`src/rtl/serial_tx.sv`:
```
// ---------------------------------------------------------------------------
// serial_tx -- 8N1 asynchronous serial transmitter (configurable stop bits).
//
// Serializes one byte per txStart/txBusy handshake onto the UART TX line,
// LSB first, framed by one start bit and STOP_BITS stop bits.
//
// Parameters:
//   CLKS_PER_BIT  clock cycles per serial bit (>= 2)
//   STOP_BITS     number of stop bits (1 or 2)
//
// Ports:
//   clk      in   system clock, rising edge
//   reset_n  in   synchronous active-low reset
//   txStart  in   send request, only looked at while idle
//   txData   in   byte to send, captured on the accepting edge
//   txBusy   out  high from the cycle after acceptance until frame end
//   tx       out  serial line, idles high
//   txDone   out  one-cycle pulse in the cycle txBusy falls
// ---------------------------------------------------------------------------
module serial_tx #(
  parameter int CLKS_PER_BIT = 434,
  parameter int STOP_BITS    = 1
) (
  input  logic       clk,
  input  logic       reset_n,
  input  logic       txStart,
  input  logic [7:0] txData,
  output logic       txBusy,
  output logic       tx,
  output logic       txDone
);

  localparam int                CNT_W     = (CLKS_PER_BIT > 1) ? $clog2(CLKS_PER_BIT) : 1;
  localparam logic [CNT_W-1:0]  CNT_LAST  = CNT_W'(CLKS_PER_BIT - 1);
  localparam logic [2:0]        STOP_LAST = 3'(STOP_BITS - 1);

  typedef enum logic [1:0] {
    S_IDLE,
    S_START,
    S_DATA,
    S_STOP
  } state_t;

  state_t           state_q, state_d;
  logic [CNT_W-1:0] cnt_q, cnt_d;
  logic [2:0]       idx_q, idx_d;     // data bit index, reused as stop-bit index
  logic [7:0]       shift_q, shift_d;
  logic             tx_q, tx_d;
  logic             busy_q, busy_d;
  logic             done_q, done_d;
  logic             bit_end;

  assign bit_end = (cnt_q == CNT_LAST);

  always_comb begin
    state_d = state_q;
    cnt_d   = bit_end ? '0 : cnt_q + CNT_W'(1);
    idx_d   = idx_q;
    shift_d = shift_q;
    tx_d    = tx_q;
    busy_d  = busy_q;
    done_d  = 1'b0;

    unique case (state_q)
      S_IDLE: begin
        cnt_d  = '0;
        idx_d  = '0;
        tx_d   = 1'b1;
        busy_d = 1'b0;
        if (txStart) begin
          shift_d = txData;
          tx_d    = 1'b0;
          busy_d  = 1'b1;
          state_d = S_START;
        end
      end

      S_START: begin
        if (bit_end) begin
          state_d = S_DATA;
          idx_d   = '0;
          tx_d    = shift_q[0];
        end
      end

      S_DATA: begin
        if (bit_end) begin
          if (idx_q == 3'd7) begin
            state_d = S_STOP;
            idx_d   = '0;
            tx_d    = 1'b1;
          end else begin
            // The register shifts right, so the next line value is the
            // current bit 1 (the post-shift bit 0).
            shift_d = {1'b0, shift_q[7:1]};
            tx_d    = shift_q[1];
            idx_d   = idx_q + 3'd1;
          end
        end
      end

      S_STOP: begin
        if (bit_end) begin
          if (idx_q == STOP_LAST) begin
            state_d = S_IDLE;
            idx_d   = '0;
            tx_d    = 1'b1;
            busy_d  = 1'b0;
            done_d  = 1'b1;
          end else begin
            idx_d = idx_q + 3'd1;
          end
        end
      end

      default: begin
        state_d = S_IDLE;
        tx_d    = 1'b1;
        busy_d  = 1'b0;
      end
    endcase
  end

  always_ff @(posedge clk) begin
    if (!reset_n) begin
      state_q <= S_IDLE;
      cnt_q   <= '0;
      idx_q   <= '0;
      shift_q <= '0;
      tx_q    <= 1'b1;
      busy_q  <= 1'b0;
      done_q  <= 1'b0;
    end else begin
      state_q <= state_d;
      cnt_q   <= cnt_d;
      idx_q   <= idx_d;
      shift_q <= shift_d;
      tx_q    <= tx_d;
      busy_q  <= busy_d;
      done_q  <= done_d;
    end
  end

  assign tx     = tx_q;
  assign txBusy = busy_q;
  assign txDone = done_q;

endmodule

```
`config.mk`:
```
export PLATFORM = sky130hd
export DESIGN_NAME = serial_tx
export DESIGN_NICKNAME = d
export VERILOG_FILES = /design/src/rtl/serial_tx.sv
export SDC_FILE = /design/constraint.sdc
export NUM_CORES = 1
export LEC_CHECK = 0
export ABC_AREA = 0
export CAP_MARGIN = 20
export CELL_PAD_IN_SITES_DETAIL_PLACEMENT = 1
export CELL_PAD_IN_SITES_GLOBAL_PLACEMENT = 1
export CORE_UTILIZATION = 45
export DETAILED_ROUTE_END_ITERATION = 10
export DONT_BUFFER_PORTS = 1
export PLACE_DENSITY_LB_ADDON = 0.1
export SYNTH_ARGS = -nofsm -noshare
export SYNTH_HDL_FRONTEND = slang
export SYNTH_SLANG_ARGS = --single-unit
```
`constraint.sdc`:
```
create_clock -name clk -period 1.95 [get_ports clk]
set_input_delay 0.2925 -clock clk [delete_from_list [all_inputs] [get_ports clk]]
set_output_delay 0.2925 -clock clk [all_outputs]
set_load 0.03 [all_outputs]
```
==> metrics.md <==
| Metric | Value |
|---|---|
| DP HPWL | 2.14 mm |
| Worst IR Drop VDD | 744 uV |
| Crit path max fanout | 7 |
| Largest net degree at the start of global routing | 19 |
| Most frequent cells in the layout | dfxtp_1, nand2_1, a21oi_1, nor2_1 |
| # Max-Cap Violations | 0 |
| Core ar. | 2780 um2 |
| Clk root buf | clkbuf_4 |
| Overall Power | between 1.5 and 2 mW |
| HP Class | input pin to flip-flop |
| Int Pwr | around 0.97 mW |
| Slew margin rel. | 67.4% |
| Hold Startpoint | reset_n |
| Placed cells | 173 |
| Vias post-DR | 1047 |
| PwrDens | ~1100 nW/um2 |
| Setup_tns | 0 ns |
| Seq/Total Area, Yosys | 37.6% |
| CTS tree | built |
| Number of diodes | 0 |
| Tmin final | 1.83 ns |
| WHS Path Cells | 1 |
| Crit path capture type | flip-flop |
| Status | finished, final reports clean |
| Reg power frac | around 45% |
| WS Path Type | flip-flop to flip-flop |
| Fmax | 0.547 GHz |
| Crit path launch type | flip-flop |
| Yosys reg bits | 25 |
| R2R Path End | state_q[0] |
| Syn Inst Count | 144 |
| Grt ovf | 0 |
| Max Clock Skew | approximately 0.0044 ns |
| Switching Share | around 39% |
| Post-synth net total | 165 |
| GP Congestion | ~0.83 |
| Worst path arrival time | 2.03 ns |
| Placement row count | 19 |
| Initial Utilization | 47.9% |
| Residual DRC | 0 |
| Initial antenna violation count | 0 |
| Via density | 5.82 |
| Mean routed wirelength per cell | 16.4 um |
| Detailed-route wire length | 2.95 mm |
| Req. time, crit path | 2.15 ns |
| Synth async-reset ratio | 0% |
| Period utilization | 93.8% |
| Leak | 0.509 nW |
| First-pass GRT wire length | about 4.8 mm |
| Detail Route Antenna Nets | 0 |
| Starting DRT DRC Count | 33 |
| Die W | 56.4 um |
| Num CTS Buffers | 3 |
| Comb pwr share | between 40% and 50% |
| Share of layout cells above drive strength 1 | 11.4% |
| Post-Syn Area | 1330 um2 |
| Worst-case clock buffer depth | 2 |
| Post-synth EDFFs | 0 |
| Worst-Margin Slew | ~0.5 ns |
| Worst skew pair latency | between 0.3 and 0.4 ns |
| Port Buffers | 0 |
| Gr usage total | 18.8% |
| RSZ-0062 raised after global routing | false |
| IO Pins | 14 |
| Reg2Reg Setup Slack | 0.12 ns |
| Hold Path End | tx |
| Primary FF master, synth | dfxtp_1 |
| Area grow syn2layout | 7.24% |
| Hold slack | around 0.044 ns |
| YS warnings | 0 |
| CTS sink cnt | 25 |
| Vias in the first global route | 1062 |
| Fin nets | 171 |
| Worst-case reg-to-reg path depth | 6 |
| Die H | between 50 and 60 um |
| Clock transition at path regs | 0.14 ns |
| Psw | 0.618 mW |
| Max-slew violations | 0 |
| Yosys cell types | 39 |
| Router iterations before antenna repair | 4 |
| Avg Inst Size Synth | 9.24 um2 |
| Layout Cells excl Fill | 180 |
| Clock network fraction of total power | 14.9% |
| Launch point of the worst reg-to-reg path | state_q[0] |
| Most common cell after layout, fill and taps aside | dfxtp_1 |
| Hold Fails Final Rpt | 0 |
| Count of final setup violators | 0 |
| Number of H-tree levels | 1 |
| Die Footprint | 3180 um2 |
[state kept, by name, indices dropped and copies added, names as in the netlist]
register and count:
state_q 2, cnt_q 9, shift_q 8, tx 1
txBusy 1, txDone 1, idx_q 3
[worst max-delay path, cell delays in order (launching register included)]
cell	delay, ns
dfxtp_2	0.38
inv_1	0.09
ha_2	0.25
or3_1	0.41
o21a_1	0.20
nor4b_2	0.28
a211oi_1	0.09
[kinds of logic (layout without fill, tap and decap cells)]
family | count (synthesis) | after routing | synth area share, %
buf+inv | 12 | 17 | 4.14
simple gates | 47 | 47 | 20.5
compound gates | 41 | 41 | 22.0
xor+xnor | 7 | 7 | 4.61
fa+ha+maj | 10 | 10 | 9.40
mux | 2 | 2 | 1.79
flops | 25 | 25 | 37.6
[routing by layer]
layer | up-vias | wire length, um | global-route usage, %
met5 | - | 0 | 0
met4 | 0 | 44 | 5.92
met3 | 6 | 74 | 3.00
met2 | 14 | 1400 | 32.1
met1 | 508 | 1430 | 24.3
li1 | 519 | - | -
[area by class of cell]
cell class,instances,area (um2)
fill,324,1350
multi-input combinational,107,788
sequential,25,502
timing repair buffer,6,45.0
tap,31,38.8
inverter,7,26.3
clock buffer,3,22.5
clock inverter,1,5.00
[what timing repair did]
item / CTS / global route
hold buffers: 0 / 0
setup buffers: 0 / 3
gates resized for setup: 0 / 4
setup endpoints to repair: 0 / 8
endpoints found under the hold margin: 0 / 0
[power groups by stage]
stage | sequential, mW | combinational, mW | clock, mW
finish | 0.708 | 0.643 | 0.236
global route | 0.722 | 0.712 | 0.265
CTS | 0.705 | 0.595 | 0.243
detailed placement | 0.716 | 0.592 | 0
global placement | 0.709 | 0.568 | 0
floorplan | 0.696 | 0.475 | 0
[through the flow]
stage	utilization, %	setup WS [ns]	area (um2)
floorplan	-	0.297	1330
global placement	49.0	0.194	1360
detailed placement	49.0	0.0481	1360
CTS	50.0	0.0245	1390
global route	51.3	0.0345	1430
finish	51.3	0.121	1430
[synth_stat cells (2+ instances only)]
master,instances,share of area (%)
o21a_1,8,4.5
nand4b_1,2,1.3
ha_1,10,9.4
clkbuf_1,2,0.56
nand2b_1,2,0.94
nor2b_1,9,4.2
xnor2_1,4,2.6
o21ai_0,2,0.75
xor2_1,3,2.0
nand2_1,10,2.8
nor2_1,10,2.8
or3_1,2,0.94
nand3_1,2,0.75
a21oi_1,10,3.8
buf_2,2,0.75
o211ai_1,4,2.3
nor3_1,2,0.75
a211oi_1,9,5.1
inv_1,7,2.0
dfxtp_1,25,38
[worst max-delay path by stage]
stage	start	to	depth (start not counted)
2_1_floorplan	state_q[0]	shift_q[0]	6
3_3_place_gp	state_q[0]	state_q[0]	6
3_5_place_dp	state_q[0]	state_q[0]	6
4_1_cts	state_q[0]	state_q[0]	6
5_1_grt	state_q[0]	state_q[0]	6
6_report	state_q[0]	state_q[0]	6
No activity file was read; power rests on OpenSTA's default activity.
